===== config.mk =====
export PLATFORM = sky130hd
export DESIGN_NAME = if_fetch_stage
export DESIGN_NICKNAME = d
export VERILOG_FILES = /design/src/rtl/fetch_pkg.sv /design/src/rtl/fetch_skid_buf.sv /design/src/rtl/if_fetch_stage.sv
export SDC_FILE = /design/constraint.sdc
export NUM_CORES = 1
export LEC_CHECK = 0
export BUFFER_PORTS_ARGS = -buffer_cell sky130_fd_sc_hd__buf_4
export CAP_MARGIN = 25
export CORE_MARGIN = 4
export CORE_UTILIZATION = 25
export CTS_CLUSTER_DIAMETER = 50
export CTS_CLUSTER_SIZE = 25
export DETAILED_ROUTE_END_ITERATION = 8
export PLACE_DENSITY = 0.42
export SYNTH_ARGS = -nofsm -noshare
export SYNTH_HDL_FRONTEND = slang
export SYNTH_SLANG_ARGS = --single-unit

===== constraint.sdc =====
create_clock -name clk -period 5.64 [get_ports clk]
set_clock_uncertainty 0.2 [all_clocks]
set_input_delay 1.128 -clock clk [delete_from_list [all_inputs] [get_ports clk]]
set_output_delay 1.128 -clock clk [all_outputs]
set_load 0.02 [all_outputs]

===== src/rtl/fetch_pkg.sv =====
// Shared fetch/decode definitions: fetch FSM states, bubble instruction, opcode map.
// Latency: n/a (types and constants only).
// Backpressure: n/a.
package fetch_pkg;

    typedef enum logic [1:0] {
        S_REQ  = 2'd0,   // request on the bus, waiting for grant
        S_WAIT = 2'd1,   // granted, waiting for the response
        S_FULL = 2'd2,   // response parked in the skid buffer behind a stalled IF/ID
        S_DROP = 2'd3    // redirected while a response is still owed; swallow it
    } fetch_state_e;

    // addi x0,x0,0
    localparam logic [31:0] NOP_INSTR = 32'h0000_0013;

    // Major opcodes consumed by the main controller
    localparam logic [6:0] OPC_R    = 7'h33;
    localparam logic [6:0] OPC_I    = 7'h13;
    localparam logic [6:0] OPC_U    = 7'h37;
    localparam logic [6:0] OPC_LW   = 7'h03;
    localparam logic [6:0] OPC_SW   = 7'h23;
    localparam logic [6:0] OPC_BR   = 7'h63;
    localparam logic [6:0] OPC_JAL  = 7'h6F;
    localparam logic [6:0] OPC_JALR = 7'h67;

    function automatic logic [6:0] opcode_of(input logic [31:0] instr);
        return instr[6:0];
    endfunction

endpackage


===== src/rtl/fetch_skid_buf.sv =====
// One-entry {pc,instr} holding register for a response that arrives while IF/ID is stalled.
// Latency: loaded value visible the cycle after load; clear wins over load.
// Backpressure: none of its own; the fetch FSM only loads it when it is empty.
// Ports: clk, reset (async, active-high); load/load_pc/load_instr capture an entry;
//        clear empties it; valid/pc/instr present the held entry.
module fetch_skid_buf #(
    parameter int unsigned XLEN = 32
) (
    input  logic            clk,
    input  logic            reset,
    input  logic            load,
    input  logic            clear,
    input  logic [XLEN-1:0] load_pc,
    input  logic [31:0]     load_instr,
    output logic            valid,
    output logic [XLEN-1:0] pc,
    output logic [31:0]     instr
);

    always_ff @(posedge clk or posedge reset) begin
        if (reset) begin
            valid <= 1'b0;
            pc    <= '0;
            instr <= '0;
        end else if (clear) begin
            valid <= 1'b0;
        end else if (load) begin
            valid <= 1'b1;
            pc    <= load_pc;
            instr <= load_instr;
        end
    end

endmodule


===== src/rtl/if_fetch_stage.sv =====
// Instruction fetch + IF/ID register; single outstanding imem request, branch/jump redirect.
// Latency: one instruction per (grant latency + response latency) cycles; IF/ID loads on rvalid edge.
// Backpressure: id_stall freezes IF/ID; a response landing during a stall parks in a 1-entry skid.
// Ports: clk, reset (async, active-high); imem_req/imem_addr/imem_gnt/imem_rvalid/imem_rdata to
//        instruction memory; id_stall, redirect_valid/redirect_pc from decode/execute;
//        if_id_valid/if_id_pc/if_id_instr/if_id_opcode to decode.
// Option: define IF_PERF_COUNTERS_EN to add perf_fetched / perf_flushed event counters.
module if_fetch_stage #(
    parameter int unsigned       XLEN      = 32,
    parameter logic [XLEN-1:0]   RESET_PC  = '0,
    parameter logic [31:0]       NOP_INSTR = fetch_pkg::NOP_INSTR
) (
    input  logic            clk,
    input  logic            reset,
    output logic            imem_req,
    output logic [XLEN-1:0] imem_addr,
    input  logic            imem_gnt,
    input  logic            imem_rvalid,
    input  logic [31:0]     imem_rdata,
    input  logic            id_stall,
    input  logic            redirect_valid,
    input  logic [XLEN-1:0] redirect_pc,
    output logic            if_id_valid,
    output logic [XLEN-1:0] if_id_pc,
    output logic [31:0]     if_id_instr,
    output logic [6:0]      if_id_opcode
`ifdef IF_PERF_COUNTERS_EN
    ,
    output logic [31:0]     perf_fetched,
    output logic [31:0]     perf_flushed
`endif
);
    import fetch_pkg::*;

    localparam logic [XLEN-1:0] ALIGN_MASK = ~XLEN'(3);

    fetch_state_e    state_q, state_d;
    logic [XLEN-1:0] pc_q, pc_d, pc_plus4;
    logic            vld_d;
    logic [XLEN-1:0] id_pc_d;
    logic [31:0]     instr_d;

    logic            load_en;
    logic [XLEN-1:0] load_pc;
    logic [31:0]     load_instr;

    logic            skid_load, skid_clear, skid_vld;
    logic [XLEN-1:0] skid_pc;
    logic [31:0]     skid_instr;

    logic            resp_owed;   // a granted request will still answer after this edge
    logic            discard;     // redirect throws away real work

    assign pc_plus4     = pc_q + XLEN'(4);   // wraps naturally
    assign imem_req     = (state_q == S_REQ) && !reset;
    assign imem_addr    = pc_q;
    assign if_id_opcode = opcode_of(if_id_instr);

    assign resp_owed = (((state_q == S_WAIT) || (state_q == S_DROP)) && !imem_rvalid)
                     || ((state_q == S_REQ) && imem_gnt);
    assign discard   = redirect_valid && (if_id_valid || (state_q == S_FULL)
                     || (state_q == S_WAIT) || ((state_q == S_REQ) && imem_gnt));

    fetch_skid_buf #(.XLEN(XLEN)) u_skid (
        .clk        (clk),
        .reset      (reset),
        .load       (skid_load),
        .clear      (skid_clear),
        .load_pc    (pc_q),
        .load_instr (imem_rdata),
        .valid      (skid_vld),
        .pc         (skid_pc),
        .instr      (skid_instr)
    );

    always_comb begin
        state_d    = state_q;
        pc_d       = pc_q;
        vld_d      = if_id_valid;
        id_pc_d    = if_id_pc;
        instr_d    = if_id_instr;
        load_en    = 1'b0;
        load_pc    = pc_q;
        load_instr = imem_rdata;
        skid_load  = 1'b0;
        skid_clear = 1'b0;

        case (state_q)
            S_REQ: begin
                if (imem_gnt) state_d = S_WAIT;
            end
            S_WAIT: begin
                if (imem_rvalid) begin
                    // IF/ID is free if empty or being consumed this very cycle
                    if (!if_id_valid || !id_stall) begin
                        load_en = 1'b1;
                        pc_d    = pc_plus4;
                        state_d = S_REQ;
                    end else begin
                        skid_load = 1'b1;
                        state_d   = S_FULL;
                    end
                end
            end
            S_FULL: begin
                if (!id_stall && skid_vld) begin
                    load_en    = 1'b1;
                    load_pc    = skid_pc;
                    load_instr = skid_instr;
                    skid_clear = 1'b1;
                    pc_d       = pc_plus4;
                    state_d    = S_REQ;
                end
            end
            S_DROP: begin
                if (imem_rvalid) state_d = S_REQ;
            end
            default: state_d = S_REQ;
        endcase

        if (load_en) begin
            vld_d   = 1'b1;
            id_pc_d = load_pc;
            instr_d = load_instr;
        end else if (if_id_valid && !id_stall) begin
            vld_d   = 1'b0;
            instr_d = NOP_INSTR;
        end

        // Redirect overrides everything above, including a stall
        if (redirect_valid) begin
            pc_d       = redirect_pc & ALIGN_MASK;
            vld_d      = 1'b0;
            instr_d    = NOP_INSTR;
            load_en    = 1'b0;
            skid_load  = 1'b0;
            skid_clear = 1'b1;
            state_d    = resp_owed ? S_DROP : S_REQ;
        end
    end

    always_ff @(posedge clk or posedge reset) begin
        if (reset) begin
            state_q     <= S_REQ;
            pc_q        <= RESET_PC;
            if_id_valid <= 1'b0;
            if_id_pc    <= '0;
            if_id_instr <= NOP_INSTR;
        end else begin
            state_q     <= state_d;
            pc_q        <= pc_d;
            if_id_valid <= vld_d;
            if_id_pc    <= id_pc_d;
            if_id_instr <= instr_d;
        end
    end

`ifdef IF_PERF_COUNTERS_EN
    always_ff @(posedge clk or posedge reset) begin
        if (reset) begin
            perf_fetched <= '0;
            perf_flushed <= '0;
        end else begin
            if (load_en) perf_fetched <= perf_fetched + 32'd1;
            if (discard) perf_flushed <= perf_flushed + 32'd1;
        end
    end
`else
    logic unused_discard;
    assign unused_discard = discard;
`endif

endmodule


==> results.json, run 1 <==
{
  "status": "finished, final reports clean",
  "ant_nets": 0,
  "holdPathStages": 2,
  "synth_ff_type": "dfrtp_1",
  "use_met1_pct": 18.2,
  "drive_gt1_share_pct": 35.2,
  "grt_antenna_before_repair": 0,
  "final.setup.tns_ps": 0,
  "leakagePower_nw": 4.71,
  "reg2reg_slack_ps": 2510,
  "slowest_stage": "nand2b_2",
  "final_max_slew_viol_count": 0,
  "final_cells": 1215,
  "start_kind": "register",
  "yosys_warnings": 0,
  "max_stage_delay_ps": 690,
  "top_usage_layer": "met2",
  "drtIter0Drc": 206,
  "cts_tree": "built",
  "min_path_type": "reg2reg",
  "numCtsBuffers": 17,
  "grt_use_met2_pct": 20.4,
  "async_reset_ff_share_pct": 100,
  "port_buffers": 168,
  "route.detailed.drc": 0,
  "dp_cells": 1182,
  "coreArea_mm2": 0.0296,
  "p_total_mw": 4.35,
  "timing.rr.end": "if_id_instr[30]",
  "min_from": "if_id_pc[21]",
  "utilization_pct": 32.8,
  "synth_common_cells": "dfrtp_1 (155), mux2_2 (56), mux2i_1 (56)",
  "irDropWorstVdd_mv": 0.157,
  "rsz0062_at_grt": "false",
  "die_y_um": 181,
  "insertedDiodeCount": 0,
  "cts_setup_buffers": 0,
  "critical_path.max_fanout": 62,
  "synth.yosys.seq_area_share_pct": 52.6,
  "synthToLayoutAreaGrowth_pct": 29.3,
  "ctsRootBufferMaster": "clkbuf_16",
  "ys_types": 58,
  "ff2ff_path_depth": 8,
  "ctsHoldBuffers": 0,
  "grt_pass1_vias": 5760,
  "grt_usage_pct": 13.1,
  "worstReg2RegStart": "state_q[0]",
  "hold_viol": 0,
  "netlist_area_mm2": 0.00752,
  "hold-path-endpoint": "if_id_pc[21]",
  "drtPass1Iterations": 5,
  "grt_pass1_wl_mm": 34.2,
  "grt_overflow": 0,
  "io_pins": 175,
  "crit_chain": "inv_1, ha_1, and3b_2, o21ai_1, nand2b_2, buf_4, nand2b_2, o2bb2ai_1",
  "numClockSinks": 158,
  "grt_max_degree": 92,
  "vias": 5648,
  "period_share_pct": 55.5,
  "clkSlewWorstSetupHoldPaths_ps": 70,
  "synthTopCellsByArea": "dfrtp_1 (52%), mux2_2 (8.4%), mux2i_1 (7.5%)",
  "dp.final_hpwl_mm": 14.1,
  "met3_usage_pct": 3.73,
  "ys_ff_latch": 158,
  "htreeDepth": 4,
  "end_kind": "register",
  "avgRoutedWirePerCell_um": 17.8,
  "drt-total-wl_mm": 21.6,
  "worst-slew-pin-transition_ps": 976,
  "crit_type": "reg2reg",
  "clock_path_buffers": 2,
  "fmax_ghz": 0.319,
  "crit_top_cell": "nand2b_2",
  "synth_most_common_cell": "dfrtp_1",
  "nNetsFinal": 889,
  "arrival_ps": 3220,
  "critical_path.top_delay_family": "simple AND/OR/NAND/NOR gates",
  "vias_per_cell": 4.65,
  "syn_inst": 674,
  "clock_latency_ps": 430,
  "path_buf_inv": 2,
  "finalSetupViolations": 0,
  "place.gp.congestion": 0.744,
  "slew_headroom_pct": 34.8,
  "cp_data_required_time_ps": 5720,
  "min_period_ps": 3130,
  "die_w_um": 181,
  "yosysTopAreaCell": "dfrtp_1",
  "start_util_pct": 25.4,
  "synth_edf_count": 0,
  "synth_top_area_share_pct": 51.6,
  "power_density_mw_per_mm2": 448,
  "cts_resized": 0,
  "rows": 63,
  "post_dp_cell_area_mm2": 0.00911,
  "design_area_mm2": 0.00972,
  "syn_avg_cell_area_um2": 11.2,
  "max-cap-violations": 0,
  "dieArea_mm2": 0.0329
}
## through the flow
step	hold slack (ps)	worst slack, ps
finish	281	2510
global route	308	2160
CTS	291	2360
detailed placement	273	1970
global placement	264	1980
floorplan	250	53.8
## sequential cells by signal, summed over array words and instances (netlist names)
register,cells
if_id_valid,1
imem_addr,30
u_skid.pc,30
u_skid.valid,1
state_q,2
if_id_pc,30
u_skid.instr,32
if_id_instr,32
## report_power, final
part / switching (mW) / internal, mW / leakage [nW]
Clock: 0.553 / 0.634 / 0.288
Combinational: 0.792 / 0.620 / 2.34
Sequential: 0.316 / 1.44 / 2.08
## routing by layer
metal  wire length [µm]  part of all wire [%]
met3               1070                   4.9
met4                238                   1.1
met5                  0                     0
met2               9770                    45
met1              10600                    49
## worst register-to-register path: stages (launching register included)
cell,delay [ps]
dfrtp_1,430
inv_1,110
ha_1,280
and3b_2,250
o21ai_1,190
nand2b_2,150
buf_4,500
nand2b_2,700
o2bb2ai_1,190
## area by class of cell
| type | instances | area, µm² |
|---|---|---|
| tap | 390 | 488 |
| clock inverter | 15 | 166 |
| multi-input combinational | 442 | 3250 |
| sequential | 158 | 3960 |
| timing repair buffer | 177 | 1370 |
| fill | 3115 | 19900 |
| inverter | 16 | 65.1 |
| clock buffer | 17 | 425 |
## worst max-delay path by stage
stage                                 end        from  cells past startpoint
after floorplan           if_id_instr[10]       reset                      1
final                     if_id_instr[30]  state_q[0]                      8
after global routing       if_id_instr[8]  state_q[0]                      8
after global placement    if_id_instr[19]    id_stall                      7
after CTS                 if_id_instr[31]  state_q[0]                      8
after detailed placement  if_id_instr[29]    id_stall                      7
## layout by cell type, fill, tap and decap left out, types with 5 or more instances in the layout
cell type	count
o21ba_2	5
a21oi_1	21
nand2_1	54
inv_8	5
a22oi_1	12
buf_4	174
inv_6	6
nor4_1	6
mux2_2	56
o22ai_1	18
nand2b_1	5
nand4_1	7
mux2i_1	56
nand3_1	18
o21ai_0	46
o2bb2ai_1	29
nor2_1	21
clkbuf_16	17
and3_1	9
ha_1	7
dfrtp_1	155
nor3_1	11
inv_1	15
and2_1	5
## logic make-up (layout without fill, tap and decap cells)
logic type | count (synthesis) | count (layout) | synth area share (%)
simple gates | 160 | 160 | 11.4
compound gates | 159 | 159 | 14.3
flops | 158 | 158 | 52.6
mux | 112 | 112 | 15.8
buf+inv | 77 | 225 | 4.61
fa+ha+maj | 7 | 7 | 1.16
other cells | 1 | 4 | 0.0499
Note: power is estimated with default switching activity, not from simulation.
==> run 2: changes to the inputs <==
--- a/config.mk
+++ b/config.mk
@@ -12,7 +12,7 @@
 export CTS_CLUSTER_DIAMETER = 50
 export CTS_CLUSTER_SIZE = 25
 export DETAILED_ROUTE_END_ITERATION = 8
-export PLACE_DENSITY = 0.42
+export PLACE_DENSITY = 0.4
 export SYNTH_ARGS = -nofsm -noshare
 export SYNTH_HDL_FRONTEND = slang
 export SYNTH_SLANG_ARGS = --single-unit
==> constraint.sdc (replaced) <==
create_clock -name clk -period 2.9 [get_ports clk]
set_clock_uncertainty 0.2 [all_clocks]
set_input_delay 0.58 -clock clk [delete_from_list [all_inputs] [get_ports clk]]
set_output_delay 0.58 -clock clk [all_outputs]
set_load 0.02 [all_outputs]
==> run 2 against run 1 <==
  * Total power up 98%
  * Sequential cell count is the same
  * Cell area grew 1.9%
  * Combinational power grew 100%
  * Worst hold slack worse by 180 ps
  * Final cell count rose by 1.3%
  * Critical path depth is the same
  * Core utilization rose by 0.63 points
  * Global-route usage rose by 0.37 points
  * Fmax grew 21%
==> results.json, run 2 (synthesis results as in run 1) <==
{
  "ctsRootBufferMaster": "clkbuf_16",
  "drtPass1Iterations": 4,
  "numCtsBuffers": 17,
  "hold_viol": 0,
  "dp.final_hpwl_mm": 15.3,
  "irDropWorstVdd_mv": 0.324,
  "ctsHoldBuffers": 0,
  "port_buffers": 168,
  "drt-total-wl_mm": 22.2,
  "htreeDepth": 4,
  "nNetsFinal": 905,
  "cts_tree": "built",
  "insertedDiodeCount": 0,
  "end_kind": "register",
  "setup.worst_path.end": "imem_addr[11]",
  "status": "finished, final reports clean",
  "start_util_pct": 25.4,
  "ff2ff_path_depth": 8,
  "crit_type": "reg2reg",
  "route.detailed.drc": 0,
  "startpoint": "state_q[1]",
  "largestRegisters": "if_id_instr: 32 flops, u_skid.instr: 32 flops",
  "drtIter0Drc": 293,
  "slew_headroom_pct": 46.1,
  "grt_usage_pct": 13.5,
  "final_cells": 1231,
  "grt_pass1_vias": 6221,
  "max_stage_delay_ps": 420,
  "dp_cells": 1199,
  "dieArea_mm2": 0.0329,
  "clock_path_buffers": 2,
  "cts_setup_buffers": 0,
  "cp_data_required_time_ps": 3040,
  "die_y_um": 181,
  "avgRoutedWirePerCell_um": 18.0,
  "grt_overflow": 0,
  "worst-slew-pin-transition_ps": 806,
  "clkSlewWorstSetupHoldPaths_ps": 80,
  "rows": 63,
  "grt_antenna_before_repair": 3,
  "timing.rr.end": "imem_addr[11]",
  "crit_chain": "inv_1, ha_1, mux2_2, o21ai_1, o21bai_4, buf_4, nor4_1, nor3_1",
  "leakagePower_nw": 4.81,
  "final.setup.tns_ps": 0,
  "vias_per_cell": 4.81,
  "ant_nets": 0,
  "mostFrequentLayoutCell": "buf_4",
  "design_area_mm2": 0.00990,
  "place.gp.congestion": 0.775,
  "power_density_mw_per_mm2": 869,
  "n_fill_cell": 2997,
  "numClockSinks": 158,
  "drive_gt1_share_pct": 36.3,
  "post_dp_cell_area_mm2": 0.00927,
  "arrival_ps": 2720,
  "layout_common_cells": "buf_4 (188), dfrtp_1 (155), mux2_2 (56), mux2i_1 (56), nand2_1 (54)",
  "worstReg2RegStart": "state_q[1]",
  "grt_max_degree": 61,
  "rsz0062_at_grt": "false",
  "die_w_um": 181,
  "fmax_ghz": 0.388,
  "start_kind": "register",
  "period_share_pct": 88.9,
  "reg2reg_slack_ps": 320,
  "synthToLayoutAreaGrowth_pct": 31.7,
  "max-cap-violations": 0,
  "io_pins": 175,
  "min_period_ps": 2580,
  "critical_path.max_fanout": 18,
  "vias": 5915,
  "finalSetupViolations": 0,
  "min_path_type": "in2async",
  "final_max_slew_viol_count": 0,
  "grt_pass1_wl_mm": 35.4,
  "coreArea_mm2": 0.0296,
  "slowest_stage": "dfrtp_1",
  "clock_latency_ps": 420
}
run 2: worst max-delay path: cells and delay by family, from the launching register on:
kind	cells	cell delay, ps
adders and majority gates	1	220
muxes	1	350
and+or+nand+nor	2	260
AOI/OAI and AO/OA	2	660
buffers and inverters	2	400
DFF	1	420
run 2: power breakdown:
part	switching, mW	internal, mW	leakage, nW
Clock	1.04	1.32	0.301
Combinational	1.61	1.26	2.43
Sequential	0.580	2.80	2.08
Total	3.24	5.37	4.81
run 2: how the worst min path moves through the flow:
stage             startpoint              end  slack (ps)
2_1_floorplan  u_skid.pc[11]    u_skid.pc[11]         250
5_1_grt                reset  if_id_instr[22]         150
6_report               reset  if_id_instr[22]         100
3_3_place_gp    if_id_pc[13]     if_id_pc[13]         260
4_1_cts                reset  if_id_instr[22]         120
3_5_place_dp    if_id_pc[24]     if_id_pc[24]         270
run 2: area by class of cell:
| class | count | area [µm²] | share of cell area, % |
|---|---|---|---|
| clock buffer | 17 | 425 | 4.30 |
| clock inverter | 15 | 195 | 1.97 |
| inverter | 16 | 63.8 | 0.644 |
| multi-input combinational | 442 | 3260 | 32.9 |
| sequential | 158 | 3960 | 40.0 |
| tap | 390 | 488 | 4.93 |
| timing repair buffer | 193 | 1520 | 15.3 |
run 2: timing repair:
action,CTS,global route
hold endpoints to repair,0,0
resized for setup,0,3
endpoints found under the setup margin,0,14
run 2: routing by layer:
metal,GRT usage [%],vias up,part of all wire [%],routed length [µm]
met5,0,-,0.19,41
met4,4.38,6,1.8,408
met3,4.35,33,7.3,1620
met2,21.4,184,46,10200
met1,17.6,2931,45,9880
li1,-,2761,-,-
run 2: through the flow:
stage	hold WS [ps]	util [%]	power, mW	setup slack, ps
finish	100	33.4	8.61	322
global route	153	33.4	9.18	144
CTS	122	33.4	8.75	18.7
detailed placement	272	31.3	6.32	31.1
global placement	263	31.2	6.24	174
floorplan	250	-	5.01	122
==> run 3: changes to the inputs <==
--- a/config.mk
+++ b/config.mk
@@ -5,6 +5,7 @@
 export SDC_FILE = /design/constraint.sdc
 export NUM_CORES = 1
 export LEC_CHECK = 0
+export ABC_AREA = 1
 export BUFFER_PORTS_ARGS = -buffer_cell sky130_fd_sc_hd__buf_4
 export CAP_MARGIN = 25
 export CORE_MARGIN = 4
==> run 3 against run 2 <==
  * Clock-buffer cell count unchanged
  * Global-route usage is 0.96 points higher
  * Synthesized cell count rose by 41%
  * Cell area rose by 2.5%
  * Critical path depth down 3
  * Die area is 5.1% higher
  * Sequential cell count did not move
  * Register-to-register slack improved by 350 ps
  * Core utilization decreased by 0.59 points
  * Clock power decreased by 3%
  * Sequential power rose by 6.5%
  * First-iteration DRC count up 23%
  * Critical endpoint is now imem_req
==> results.json, run 3 <==
{
  "status": "finished, final reports clean",
  "die_w_um": 186,
  "place.gp.congestion": 0.741,
  "io_pins": 175,
  "synthTopCellsByArea": "dfrtp_1 (49%), nand2_1 (13%), nor2_1 (5.3%)",
  "drt-total-wl_mm": 24.9,
  "grt_pass1_wl_mm": 39.0,
  "period_share_pct": 77.3,
  "dieArea_mm2": 0.0346,
  "arrival_ps": 1460,
  "mostFrequentLayoutCell": "nand2_1",
  "ctsHoldBuffers": 0,
  "yosysTopAreaCell": "dfrtp_1",
  "seqPwrFrac_pct": 37.8,
  "grt_pass1_vias": 6625,
  "worst-slew-pin-transition_ps": 724,
  "largestRegisters": "if_id_instr: 32 flops, u_skid.instr: 32 flops",
  "finalSetupViolations": 0,
  "synth_edf_count": 0,
  "route.detailed.drc": 0,
  "power_density_mw_per_mm2": 940,
  "cts_tree": "built",
  "dp_cells": 1478,
  "p_int_mw": 5.49,
  "reg2reg_slack_ps": 670,
  "rows": 64,
  "drtPass1Iterations": 5,
  "vias_per_cell": 4.45,
  "final_max_slew_viol_count": 0,
  "ant_nets": 0,
  "fmax_ghz": 0.446,
  "netlist_area_mm2": 0.00792,
  "layout_common_cells": "nand2_1 (277), buf_4 (180), dfrtp_1 (155)",
  "switching_share_pct": 42.4,
  "port_buffers": 168,
  "nNetsFinal": 1178,
  "coreArea_mm2": 0.0309,
  "clock_latency_ps": 430,
  "start_kind": "register",
  "synth_most_common_cell": "nand2_1",
  "clkSlewWorstSetupHoldPaths_ps": 70,
  "final_cells": 1510,
  "synth_top_area_share_pct": 49.0,
  "cts_resized": 0,
  "async_reset_ff_share_pct": 100,
  "ys_ff_latch": 158,
  "min_period_ps": 2240,
  "start_util_pct": 25.6,
  "startpoint": "state_q[1]",
  "utilization_pct": 32.8,
  "p_switching_mw": 4.05,
  "leakagePower_nw": 5.09,
  "yosys_warnings": 0,
  "drtIter0Drc": 360,
  "hold_viol": 0,
  "synth_common_cells": "nand2_1 (277), dfrtp_1 (155), nor2_1 (112)",
  "rsz0062_at_grt": "false",
  "die_y_um": 186,
  "timing.rr.end": "if_id_instr[9]",
  "min_path_type": "in2async",
  "grt_usage_pct": 14.5,
  "syn_inst": 953,
  "critical_path.max_fanout": 5,
  "ctsRootBufferMaster": "clkbuf_16",
  "irDropWorstVdd_mv": 0.401,
  "cp_data_required_time_ps": 2120,
  "dp.final_hpwl_mm": 16.9,
  "p_clk_share_pct": 24.1,
  "synth.yosys.seq_area_share_pct": 50.0,
  "crit_type": "reg2out",
  "avgRoutedWirePerCell_um": 16.5,
  "ys_types": 33,
  "synthToLayoutAreaGrowth_pct": 28.2,
  "htreeDepth": 4,
  "n_fill_cell": 3340,
  "vias": 6717,
  "grt_antenna_before_repair": 0,
  "grt_overflow": 0,
  "slew_headroom_pct": 51.7,
  "synth_ff_type": "dfrtp_1",
  "cts_setup_buffers": 0,
  "clock_path_buffers": 2,
  "syn_avg_cell_area_um2": 8.31,
  "ff2ff_path_depth": 6,
  "max-cap-violations": 0,
  "grt_max_degree": 122,
  "timing.final.ws_setup_ps": 659,
  "numCtsBuffers": 17,
  "numClockSinks": 158,
  "power_frac_comb_pct": 38.1,
  "insertedDiodeCount": 0,
  "drive_gt1_share_pct": 24.1,
  "final.setup.tns_ps": 0,
  "end_kind": "output port",
  "place_ws_ps": 608,
  "worstReg2RegStart": "state_q[0]"
}
run 3: changes by cell type after synthesis, sizes merged, moves of 16 or more:
cell	change
a31oi	+30
clkbuf	-18
mux2i	-30
nand3	+53
o22ai	-18
o21ai	+44
inv	+41
mux2	-27
a21oi	-17
nor2	+97
o2bb2ai	-29
buf	+16
nand2	+228
run 3: logic make-up (layout without fill, tap and decap cells):
group / Yosys count / count (layout) / synth area share (%)
adder cells (fa/ha/maj): 7 / 7 / 1.11
other: 1 / 4 / 0.0474
AND/OR/NAND/NOR: 480 / 480 / 24.9
flip-flops: 158 / 158 / 50.0
multiplexers: 55 / 55 / 7.41
buffers and inverters: 116 / 274 / 7.17
AO/OA/AOI/OAI: 135 / 135 / 9.24
XOR/XNOR: 1 / 1 / 0.111
run 3: how the worst max path moves through the flow:
stage	cells after the start	slack [ps]	to
global route	9	440	if_id_instr[0]
floorplan	1	120	if_id_instr[10]
detailed placement	8	610	if_id_instr[4]
CTS	8	610	if_id_instr[1]
finish	5	660	imem_req
global placement	8	620	if_id_instr[0]
run 3: stage by stage:
step	cell area [µm²]	hold slack [ps]	total power [mW]
global placement	9550	264	7.35
global route	10100	173	10.3
detailed placement	9550	269	7.37
finish	10100	139	9.54
floorplan	7930	248	5.76
CTS	10100	149	9.71
run 3: critical path, cell delays in order, from the launching register on:
cell and delay [ps]:
dfrtp_1 400, inv_1 140, ha_1 190, inv_1 70, nor2_1 90, buf_4 140
run 3: metal layers:
layer / part of all wire, % / vias to the layer above / GRT usage (%)
met3: 4.6 / 11 / 2.93
met4: 0.87 / 0 / 2.83
met5: 0 / - / 0
met1: 48 / 3159 / 20.5
li1: - / 3403 / -
met2: 46 / 144 / 23.1
run 3: layout make-up:
class                           count  area, µm²  share of cell area [%]
Clock buffer                       17        425                    4.19
Inverter                           57        220                    2.17
Multi-Input combinational cell    682       3420                    33.7
Timing Repair Buffer              185       1450                    14.3
Clock inverter                     15        173                    1.70
Sequential cell                   158       3960                    39.0
Tap cell                          396        495                    4.88
run 3: power groups by stage:
stage / Clock (mW) / Sequential (mW) / Combinational, mW
2_1_floorplan: 0 / 4.03 / 1.73
3_3_place_gp: 0 / 3.66 / 3.69
3_5_place_dp: 0 / 3.66 / 3.71
4_1_cts: 2.37 / 3.63 / 3.72
5_1_grt: 2.46 / 3.73 / 4.10
6_report: 2.30 / 3.60 / 3.64
